--- src/rtl/alu_mc_pkg.sv ---
// Shared encodings for the multi-cycle ALU: unit selects, FSM states, flag bit positions.
// Latency: n/a (types and constants only).
// Backpressure: n/a.
package alu_mc_pkg;

    typedef enum logic [2:0] {
        UNIT_ADD      = 3'b000,
        UNIT_MUL      = 3'b001,
        UNIT_SHIFT    = 3'b010,
        UNIT_PASS_SRC = 3'b011,
        UNIT_OR       = 3'b100,
        UNIT_XOR      = 3'b101,
        UNIT_AND      = 3'b110,
        UNIT_PASS_ACC = 3'b111
    } unit_e;

    typedef enum logic [1:0] {
        ST_IDLE,
        ST_BUSY,
        ST_DONE
    } state_e;

    // flags_out is packed as {N,V,C,Z}
    localparam int FLAG_Z = 0;
    localparam int FLAG_C = 1;
    localparam int FLAG_V = 2;
    localparam int FLAG_N = 3;

endpackage

--- src/rtl/alu_mc_if.sv ---
// Request/result bundle between a requester and alu_mc.
// Latency: n/a (wiring only).
// Backpressure: valid_in/ready_out on the request side, valid_out/ready_in on the result side.
interface alu_mc_if #(
    parameter int WIDTH = 8
) ();

    logic                 valid_in;
    logic                 ready_out;
    alu_mc_pkg::unit_e    unit_sel_in;
    logic                 op_sel_in;
    logic                 seg_sel_in;
    logic [WIDTH-1:0]     acc_in;
    logic [WIDTH-1:0]     src_in;
    logic [WIDTH-1:0]     res_out;
    logic [3:0]           flags_out;
    logic                 valid_out;
    logic                 ready_in;

    modport master (
        output valid_in, unit_sel_in, op_sel_in, seg_sel_in, acc_in, src_in, ready_in,
        input  ready_out, res_out, flags_out, valid_out
    );

    modport slave (
        input  valid_in, unit_sel_in, op_sel_in, seg_sel_in, acc_in, src_in, ready_in,
        output ready_out, res_out, flags_out, valid_out
    );

endinterface

--- src/rtl/alu_mc_shift.sv ---
// Log-stage barrel shifter: left/right shift with zero fill, or rotate when rotate=1.
// Latency: combinational.
// Backpressure: none.
module alu_mc_shift #(
    parameter int WIDTH = 8,
    localparam int SHW  = $clog2(WIDTH)
) (
    input  logic [WIDTH-1:0] data,
    input  logic [SHW-1:0]   amt,
    input  logic             right,
    input  logic             rotate,
    output logic [WIDTH-1:0] result
);

    // stage[s] holds the value after amount bits [s-1:0] have been applied
    logic [WIDTH-1:0] stage [0:SHW];

    assign stage[0] = data;

    for (genvar s = 0; s < SHW; s++) begin : g_stage
        localparam int K = 1 << s;
        logic [WIDTH-1:0] shl, shr, rol, ror;

        assign shl = stage[s] << K;
        assign shr = stage[s] >> K;
        assign rol = shl | (stage[s] >> (WIDTH - K));
        assign ror = shr | (stage[s] << (WIDTH - K));

        assign stage[s+1] = !amt[s] ? stage[s] :
                            right   ? (rotate ? ror : shr) :
                                      (rotate ? rol : shl);
    end

    assign result = stage[SHW];

endmodule

--- src/rtl/alu_mc.sv ---
// Multi-cycle ALU: add/sub, logic, barrel shift (rotate when ALU_MC_ROTATE_EN is defined), shift-add multiply.
// Latency: 1 cycle for non-mul units, WIDTH+1 cycles for mul.
// Backpressure: accepts only in IDLE; result held in DONE until ready_in, then one idle cycle before the next accept.
module alu_mc
    import alu_mc_pkg::*;
#(
    parameter int WIDTH = 8
) (
    input  logic   clk_in,
    input  logic   rst_in,
    alu_mc_if.slave bus
);

    localparam int SHW = $clog2(WIDTH);
    localparam logic [SHW-1:0] CNT_LAST = SHW'(WIDTH - 1);

    state_e state, state_nxt;
    logic   accept;

    logic [WIDTH-1:0] res_q;
    logic [3:0]       flags_q;

    // multiplier working registers
    logic [2*WIDTH-1:0] mcand, prod;
    logic [WIDTH-1:0]   mplier;
    logic [SHW-1:0]     cnt;
    logic               mul_neg, mul_hi;

    logic [2*WIDTH-1:0] prod_nxt, prod_fin;
    logic [WIDTH-1:0]   mul_res, acc_mag, src_mag;

    logic [WIDTH-1:0] addsub_b, shift_res, alu_res;
    logic [WIDTH:0]   addsub_sum;
    logic             alu_c, alu_v, shift_rot;
    logic [3:0]       alu_flags, mul_flags;

    assign accept        = (state == ST_IDLE) && bus.valid_in;
    assign bus.res_out   = res_q;
    assign bus.flags_out = flags_q;

`ifdef ALU_MC_ROTATE_EN
    assign shift_rot = bus.seg_sel_in;
`else
    assign shift_rot = 1'b0;
`endif

    alu_mc_shift #(.WIDTH(WIDTH)) u_shift (
        .data   (bus.acc_in),
        .amt    (bus.src_in[SHW-1:0]),
        .right  (bus.op_sel_in),
        .rotate (shift_rot),
        .result (shift_res)
    );

    // single-cycle units and their flags, evaluated directly on the request inputs
    always_comb begin
        addsub_b   = bus.op_sel_in ? ~bus.src_in : bus.src_in;
        addsub_sum = {1'b0, bus.acc_in} + {1'b0, addsub_b} + {{WIDTH{1'b0}}, bus.op_sel_in};
        alu_res    = '0;
        alu_c      = 1'b0;
        alu_v      = 1'b0;
        case (bus.unit_sel_in)
            UNIT_ADD: begin
                alu_res = addsub_sum[WIDTH-1:0];
                alu_c   = addsub_sum[WIDTH];
                alu_v   = (bus.acc_in[WIDTH-1] == addsub_b[WIDTH-1]) &&
                          (addsub_sum[WIDTH-1] != bus.acc_in[WIDTH-1]);
            end
            UNIT_SHIFT:    alu_res = shift_res;
            UNIT_PASS_SRC: alu_res = bus.src_in;
            UNIT_OR:       alu_res = bus.acc_in | bus.src_in;
            UNIT_XOR:      alu_res = bus.acc_in ^ bus.src_in;
            UNIT_AND:      alu_res = bus.acc_in & bus.src_in;
            UNIT_PASS_ACC: alu_res = bus.acc_in;
            default:       alu_res = '0;
        endcase
        alu_flags         = '0;
        alu_flags[FLAG_Z] = (alu_res == '0);
        alu_flags[FLAG_N] = alu_res[WIDTH-1];
        alu_flags[FLAG_C] = alu_c;
        alu_flags[FLAG_V] = alu_v;
    end

    // operand magnitudes for signed multiply, and the product as it will stand after this cycle's step
    always_comb begin
        acc_mag  = (bus.op_sel_in && bus.acc_in[WIDTH-1]) ? (~bus.acc_in + 1'b1) : bus.acc_in;
        src_mag  = (bus.op_sel_in && bus.src_in[WIDTH-1]) ? (~bus.src_in + 1'b1) : bus.src_in;
        prod_nxt = prod + (mplier[0] ? mcand : '0);
        prod_fin = mul_neg ? (~prod_nxt + 1'b1) : prod_nxt;
        mul_res  = mul_hi ? prod_fin[2*WIDTH-1:WIDTH] : prod_fin[WIDTH-1:0];
        mul_flags         = '0;
        mul_flags[FLAG_Z] = (mul_res == '0);
        mul_flags[FLAG_N] = mul_res[WIDTH-1];
    end

    // state register
    always_ff @(posedge clk_in or posedge rst_in) begin
        if (rst_in) state <= ST_IDLE;
        else        state <= state_nxt;
    end

    // next state and handshake outputs; the last multiply step also moves to DONE
    always_comb begin
        state_nxt     = state;
        bus.ready_out = 1'b0;
        bus.valid_out = 1'b0;
        case (state)
            ST_IDLE: begin
                bus.ready_out = 1'b1;
                if (bus.valid_in)
                    state_nxt = (bus.unit_sel_in == UNIT_MUL) ? ST_BUSY : ST_DONE;
            end
            ST_BUSY: if (cnt == CNT_LAST) state_nxt = ST_DONE;
            ST_DONE: begin
                bus.valid_out = 1'b1;
                if (bus.ready_in) state_nxt = ST_IDLE;
            end
            default: state_nxt = ST_IDLE;
        endcase
    end

    // result capture and shift-add multiplier stepping
    always_ff @(posedge clk_in or posedge rst_in) begin
        if (rst_in) begin
            res_q   <= '0;
            flags_q <= '0;
            mcand   <= '0;
            prod    <= '0;
            mplier  <= '0;
            cnt     <= '0;
            mul_neg <= 1'b0;
            mul_hi  <= 1'b0;
        end else begin
            if (accept) begin
                if (bus.unit_sel_in == UNIT_MUL) begin
                    mcand   <= {{WIDTH{1'b0}}, acc_mag};
                    mplier  <= src_mag;
                    prod    <= '0;
                    cnt     <= '0;
                    mul_neg <= bus.op_sel_in && (bus.acc_in[WIDTH-1] ^ bus.src_in[WIDTH-1]);
                    mul_hi  <= bus.seg_sel_in;
                end else begin
                    res_q   <= alu_res;
                    flags_q <= alu_flags;
                end
            end else if (state == ST_BUSY) begin
                prod   <= prod_nxt;
                mcand  <= mcand << 1;
                mplier <= mplier >> 1;
                cnt    <= cnt + 1'b1;
                if (cnt == CNT_LAST) begin
                    res_q   <= mul_res;
                    flags_q <= mul_flags;
                end
            end
        end
    end

endmodule
--- src/flat_wrapper.sv ---
// flat-port wrapper written by rule: the top's interface ports become plain ports
module alu_mc_flat import alu_mc_pkg::*;
#(
    parameter int WIDTH = 8
)
  (clk_in, rst_in, bus_valid_in, bus_unit_sel_in, bus_op_sel_in, bus_seg_sel_in, bus_acc_in, bus_src_in, bus_ready_in, bus_ready_out, bus_res_out, bus_flags_out, bus_valid_out);
  alu_mc_if #(.WIDTH(WIDTH)) bus_i ();
  input  logic clk_in;
  input  logic rst_in;
  input wire logic [$bits(bus_i.valid_in)-1:0] bus_valid_in;
  input wire logic [$bits(bus_i.unit_sel_in)-1:0] bus_unit_sel_in;
  input wire logic [$bits(bus_i.op_sel_in)-1:0] bus_op_sel_in;
  input wire logic [$bits(bus_i.seg_sel_in)-1:0] bus_seg_sel_in;
  input wire logic [$bits(bus_i.acc_in)-1:0] bus_acc_in;
  input wire logic [$bits(bus_i.src_in)-1:0] bus_src_in;
  input wire logic [$bits(bus_i.ready_in)-1:0] bus_ready_in;
  output wire logic [$bits(bus_i.ready_out)-1:0] bus_ready_out;
  output wire logic [$bits(bus_i.res_out)-1:0] bus_res_out;
  output wire logic [$bits(bus_i.flags_out)-1:0] bus_flags_out;
  output wire logic [$bits(bus_i.valid_out)-1:0] bus_valid_out;
  assign bus_i.valid_in = bus_valid_in;
  assign bus_i.unit_sel_in = bus_unit_sel_in;
  assign bus_i.op_sel_in = bus_op_sel_in;
  assign bus_i.seg_sel_in = bus_seg_sel_in;
  assign bus_i.acc_in = bus_acc_in;
  assign bus_i.src_in = bus_src_in;
  assign bus_i.ready_in = bus_ready_in;
  assign bus_ready_out = bus_i.ready_out;
  assign bus_res_out = bus_i.res_out;
  assign bus_flags_out = bus_i.flags_out;
  assign bus_valid_out = bus_i.valid_out;
  alu_mc #(.WIDTH(WIDTH)) u_core (.clk_in(clk_in), .rst_in(rst_in), .bus(bus_i));
endmodule
--- config.mk ---
export PLATFORM = sky130hd
export DESIGN_NAME = alu_mc_flat
export DESIGN_NICKNAME = d
export VERILOG_FILES = /design/src/rtl/alu_mc_pkg.sv /design/src/rtl/alu_mc_if.sv /design/src/rtl/alu_mc_shift.sv /design/src/rtl/alu_mc.sv /design/src/flat_wrapper.sv
export SDC_FILE = /design/constraint.sdc
export NUM_CORES = 1
export LEC_CHECK = 0
export CAP_MARGIN = 10
export CELL_PAD_IN_SITES_DETAIL_PLACEMENT = 1
export CELL_PAD_IN_SITES_GLOBAL_PLACEMENT = 2
export CORE_MARGIN = 2
export CORE_UTILIZATION = 33
export DETAILED_ROUTE_END_ITERATION = 10
export PLACE_DENSITY = 0.81
export SYNTH_ARGS = -nofsm -noshare
export SYNTH_HDL_FRONTEND = slang
export SYNTH_SLANG_ARGS = --single-unit
--- constraint.sdc ---
create_clock -name clk_in -period 3.6 [get_ports clk_in]
set_input_delay 0.36 -clock clk_in [delete_from_list [all_inputs] [get_ports clk_in]]
set_output_delay 0.36 -clock clk_in [all_outputs]
set_load 0.1 [all_outputs]
Word level (Yosys, flattened, before mapping)
Cells that the tools add are included.
{ "classes": {"add_sub_neg": 7, "multipliers": 0, "div_mod_pow": 0, "order_cmp": 0, "n_eq_ne": 17, "shifts": 0, "n_mux": 42, "n_bitwise": 7, "n_reduce_logical": 15} }
{ "op_table": {"columns": ["op", "count"], "rows": [
  ["8-bit 2-to-1 mux", 17],
  ["16-bit 2-to-1 mux", 8],
  ["8-bit one-hot mux with 7 select lines", 1],
  ["16-bit by 1-bit adder with 16-bit output (second input constant)", 1],
  ["16-bit adder", 1],
  ["8-bit by 1-bit adder with 8-bit output (second input constant)", 2],
  ["8-bit logical NOT", 2],
  ["4-bit 2-to-1 mux", 4],
  ["16-bit inverter", 1],
  ["8-bit inverter", 2],
  ["3-bit == test (second input constant)", 5],
  ["8-bit by 8-bit adder with 9-bit output", 1],
  ["9-bit by 1-bit adder with 9-bit output", 1],
  ["3-bit 2-to-1 mux", 3],
  ["8-bit bitwise AND", 1],
  ["2-bit 2-to-1 mux", 4],
  ["2-bit != test (second input constant)", 4],
  ["8-bit bitwise OR", 1],
  ["8-bit bitwise XOR", 1],
  ["3-bit by 2-bit == test with 1-bit output (second input constant)", 2],
  ["2-bit one-hot mux with 3 select lines", 1],
  ["3-bit AND reduction", 2],
  ["1-bit logical AND", 5],
  ["1-bit 2-to-1 mux", 4],
  ["12 further kinds", 14]
]} }
{ "totals": {"ff_bits": 59, "latchBits": 0, "ramBits": 0, "mem_bits_ro": 0, "in_bits": 25, "output_inout_bits": 14, "word_cells": 97, "mem_count": 0} }

Longest topological paths before layout
Gate-level depths: netlist (run 1).
{ "logic_depth": {"word_depth": 10, "ltp_mapped": 14, "depth_no_buf": 13} }

Hierarchy
A second synthesis (run 1) with hierarchy kept.
{ "unflattened": {"hier_cells": 744, "hier_area_um2": 5778.0} }
{ "by_module_without_submodules": {"columns": ["mod", "instances", "cells_each", "area_per_inst_um2", "seq_area_each_um2"], "rows": [
  ["alu_mc", 1, 665, 5241.3, 1451.4],
  ["alu_mc_shift", 1, 79, 536.8, 0.0]
]} }

Worst setup path before layout (run 1)
No wires, ideal clock.
{ "synth_path": {"kind": "flip-flop to flip-flop", "from": "register u_core.mplier[0]", "to": "register u_core.res_q[7], in the netlist u_core.bus.res_out[7]", "setup_time_ns": 0.135, "arrival_ns": 3.539, "t_required_ns": 3.465, "slack_ns": -0.073, "path_stages_with_launch": 13, "n_path_buf": 0, "period_less_slack_ns": 3.673, "cell_sequence": "dfrtp_1 and2_1 ha_1 fa_1 and3_2 or3_4 a221oi_2 o2111ai_1 or3_4 or4_4 o211a_1 nor4_1 o31ai_1"} }
{ "synth_between": {"elab_chain_len": 9} }
{ "synth_lines": {"columns": ["item", "line_no", "source"], "rows": [
  ["start, declared", "alu_mc.sv:25", "logic [WIDTH-1:0] mplier;"],
  ["start signal, assigned", "alu_mc.sv:137", "mplier <= src_mag;"],
  ["start signal, assigned", "alu_mc.sv:149", "mplier <= mplier >> 1;"],
  ["16-bit 2-to-1 mux *", "alu_mc.sv:88", "prod_nxt = prod + (mplier[0] ? mcand : '0);"],
  ["16-bit adder *", "alu_mc.sv:88", null],
  ["16-bit inverter", "alu_mc.sv:89", "prod_fin = mul_neg ? (~prod_nxt + 1'b1) : prod_nxt;"],
  ["16-bit by 1-bit adder with 16-bit output", "alu_mc.sv:89", null],
  ["16-bit 2-to-1 mux *", "alu_mc.sv:89", null],
  ["8-bit 2-to-1 mux *", "alu_mc.sv:90", "mul_res = mul_hi ? prod_fin[2*WIDTH-1:WIDTH] : prod_fin[WIDTH-1:0];"],
  ["8-bit 2-to-1 mux *", "alu_mc.sv:151", "if (cnt == CNT_LAST) begin"],
  ["8-bit 2-to-1 mux *", "alu_mc.sv:146", "end else if (state == ST_BUSY) begin"],
  ["8-bit 2-to-1 mux *", "alu_mc.sv:134", "if (accept) begin"],
  ["end signal, assigned", "alu_mc.sv:143", "res_q <= alu_res;"],
  ["end signal, assigned", "alu_mc.sv:152", "res_q <= mul_res;"],
  ["end, declared", "alu_mc.sv:20", "logic [WIDTH-1:0] res_q;"]
]} }
Mark *: on every way between the ends. The rest lies on a longest branch, timed or not. The select of a mux whose other input is x is not followed.
A chain may end at the register's enable or synchronous reset.

Final worst setup path (run 1)
Same ends and word-level chain as after synthesis.

==> results of run 1 <==
-- critical path, stage by stage, from the launching register on --
cell,delay [ns]
dfrtp_1,0.41
and2_4,0.17
ha_4,0.16
fa_2,0.34
and3_4,0.16
or3_4,0.37
a221oi_4,0.35
o2111ai_2,0.16
or3_4,0.37
or4_4,0.44
o41ai_4,0.28
nor4_2,0.09
o31ai_1,0.25
-- final timing paths --
| check | start | to | slack, ns | cells after the start |
|---|---|---|---|---|
| worst max-delay path | u_core.mplier[0]$_DFFE_PP0P_ | u_core.bus.res_out[7]$_DFFE_PP0P_ | -0.04 | 12 |
| worst min-delay path | rst_in | u_core.cnt[0]$_DFFE_PP0P_ | 0.44 | 2 |
| worst max register to register | u_core.mplier[0]$_DFFE_PP0P_ | u_core.bus.res_out[7]$_DFFE_PP0P_ | -0.04 | 12 |
| worst min register to register | u_core.bus.res_out[5]$_DFFE_PP0P_ | u_core.bus.res_out[5]$_DFFE_PP0P_ | 0.48 | 2 |
| max in group asynchronous | rst_in | u_core.prod[6]$_DFFE_PP0P_ | 2.32 | 3 |
| min in group clk_in | u_core.bus.res_out[5]$_DFFE_PP0P_ | u_core.bus.res_out[5]$_DFFE_PP0P_ | 0.48 | 2 |
-- where the power goes --
group	total, W	switching [W]	internal (W)
combinational	0.00336	0.00199	0.00136
sequential	0.00115	0.000248	0.000906
clock	0.000947	0.000304	0.000643
-- layout make-up --
cell class	count	share of cell area [%]
Tap cell	220	3.78
Clock buffer	12	3.52
Multi-Input combinational cell	588	57.0
Clock inverter	4	1.01
Inverter	32	1.65
Sequential cell	58	19.9
Timing Repair Buffer	112	13.1
-- flip-flops by register name, indices dropped and copies added (netlist names) --
name / flops
u_core.bus.flags_out: 3
u_core.state: 2
u_core.bus.res_out: 8
u_core.mplier: 8
u_core.cnt: 3
u_core.mcand: 16
u_core.prod: 16
u_core.mul_hi: 1
u_core.mul_neg: 1
-- Yosys cell counts, types with 4 or more instances --
master / number / area (um^2)
nor3_1: 14 / 70.1
nor2_1: 44 / 165
a21oi_1: 46 / 230
a211oi_1: 13 / 97.6
xnor2_1: 23 / 201
a221oi_1: 10 / 87.6
o21ai_0: 79 / 395
nor2b_1: 9 / 56.3
mux2_2: 8 / 90.1
and2_1: 17 / 106
dfrtp_1: 58 / 1450
clkbuf_1: 37 / 139
a31oi_1: 10 / 62.6
and3_1: 9 / 56.3
buf_1: 8 / 30.0
ha_1: 44 / 551
nand3_1: 22 / 110
nand2b_1: 12 / 75.1
a311oi_1: 4 / 35.0
mux2i_1: 9 / 90.1
xor2_1: 10 / 87.6
o22ai_1: 4 / 25.0
or3_1: 4 / 25.0
or2_2: 4 / 25.0
a22o_1: 4 / 35.0
o21ai_1: 4 / 20.0
a22oi_1: 6 / 45.0
a21o_1: 11 / 82.6
o31ai_1: 7 / 52.6
nand2_1: 88 / 330
o211ai_1: 11 / 82.6
inv_1: 30 / 113
-- metal layers --
layer	part of all wire, %	GRT usage, %	vias up
met2	50	40.4	93
met5	0	0	-
li1	-	-	2806
met4	2.5	6.83	0
met3	2.1	2.25	37
met1	45	28.8	2918
-- cell usage in the layout (no fill, tap or decap), drive strengths merged, types with 6 or more instances in the layout --
| cell type | instances |
|---|---|
| nand3 | 22 |
| a221oi | 12 |
| a22oi | 6 |
| ha | 44 |
| a31oi | 10 |
| o21ai | 83 |
| a21o | 11 |
| dfrtp | 58 |
| clkbuf | 12 |
| or3 | 6 |
| xnor2 | 23 |
| and2 | 17 |
| xor2 | 10 |
| nand2b | 12 |
| nand2 | 88 |
| o211ai | 11 |
| nor2b | 9 |
| mux2i | 9 |
| inv | 30 |
| clkdlybuf4s50 | 38 |
| a211oi | 13 |
| nor2 | 44 |
| o31ai | 7 |
| mux2 | 8 |
| a21oi | 46 |
| nor3 | 14 |
| and3 | 10 |
| buf | 74 |
-- stage by stage --
| step | hold slack, ns | instance area (um^2) |
|---|---|---|
| global placement | 0.468 | 6690 |
| floorplan | 0.445 | 5680 |
| detailed placement | 0.477 | 6690 |
| finish | 0.436 | 7280 |
| CTS | 0.460 | 7160 |
| global route | 0.490 | 7280 |
-- logic make-up after synthesis --
kind of cell	count (synthesis)	synth area share [%]
AO/OA/AOI/OAI	250	29.0
XOR/XNOR	33	5.09
adder cells (fa/ha/maj)	46	10.4
buffers and inverters	81	5.49
flip-flops	58	25.6
multiplexers	19	3.97
AND/OR/NAND/NOR	240	20.5
-- repair_timing --
action / CTS / global route
pin swaps: 4 / 11
buffers inserted: 2 / 2
gates resized for setup: 22 / 22
setup endpoints to repair: 6 / 7
hold buffers: 0 / 0
==> results.toml, run 1 <==
[outcome]
status = "finished with violations"
violations = "negative setup slack"

[sta]
setup-tns-final_ns = -0.0838
finalHoldViolCount = 0
layout_min_cycle_time_ns = 3.64
slew_headroom_pct = 34.1
tightest_slew_ns = 0.986
finalWorstSetupSlack_ns = -0.0438
fin_crit_sh_pct = 101
finClkSkew_ns = 0.00619
setup_violations = 2
max_freq_mhz = 274
slew_viol_final = 0
rsz0062_at_grt = "yes"

[min_path]
hp-class = "in2async"

[placement]
place_ws_ns = -0.167
post-dp-hpwl_mm = 15.5
place.gp.congestion = 0.896
io_buffers = 38
dp.cells = 1006

[global_route]
antenna_found_initial = 0
grt-ovfl-total = 0
grt_pass1_vias = 6163
grt_max_degree = 36
grt_pass1_wl_mm = 32.9
grt_usage_pct = 22.6

[yosys]
synth_cell_type_count = 71
yosysWarningCount = 0
async_flop_share_pct = 100
synth_area_um2 = 5670
synth.ff_latch_count = 58
synth_edf_count = 0
synth_ff_type = "dfrtp_1"
syn_nets = 798
syn-mean-instance-area_um2 = 7.80
synthCells = 727
synth_seq_area_share_pct = 25.6

[die]
die_w_um = 135
num_rows = 47
num_io_pins = 39
dieHeight_um = 135
start_util_pct = 34.0
dieArea_um2 = 18300
core_area_um2 = 16700

[finish]
final_util_pct = 43.6
drive_above_1_share_pct = 18.7
multi_input_area_um2 = 4150
instances_no_fill = 1026
area_growth_pct = 28.4
n_fill_cell = 2034
n_antenna_cell = 0
regArea_um2 = 1450
final_nets = 872

[power]
power.density_nw_per_um2 = 749
p_leak_nw = 3.16
ir_drop_uv = 573
totalPowerFinal_w = 0.00546

[clock_tree]
clk_latency_ns = 0.33
clock-sinks = 58
numCtsBuffers = 9
cts_max_level = 3
clockBufferDepth = 2
clk_pin_slew_ns = 0.05
root_buffer = "clkbuf_16"
cts_tree = "done"

[worst_setup_path]
cp.required_ns = 3.83
critPathArrivalTime_ns = 3.87
crit_path_max_fanout = 3
path_class = "reg2reg"
worstSetupEndpointType = "flop"
startpoint_type = "flop"

[routing]
via_count = 5854
drtPass1Iterations = 4
drc = 0
wl_per_cell_um = 19.8
final_antenna_net_count = 0
drt_wl_total_mm = 20.4
via_per_inst = 5.71
drt_iter0_drc = 259

[job]
cap_violations = 0
Power figures use the tool's default switching activity.
==> run 2, diff against run 1 <==
- GPL_TIMING_DRIVEN: unset -> 1
==> results of run 2 <==
Same layout as run 1: the final DEF is identical, and so are final timing and power.
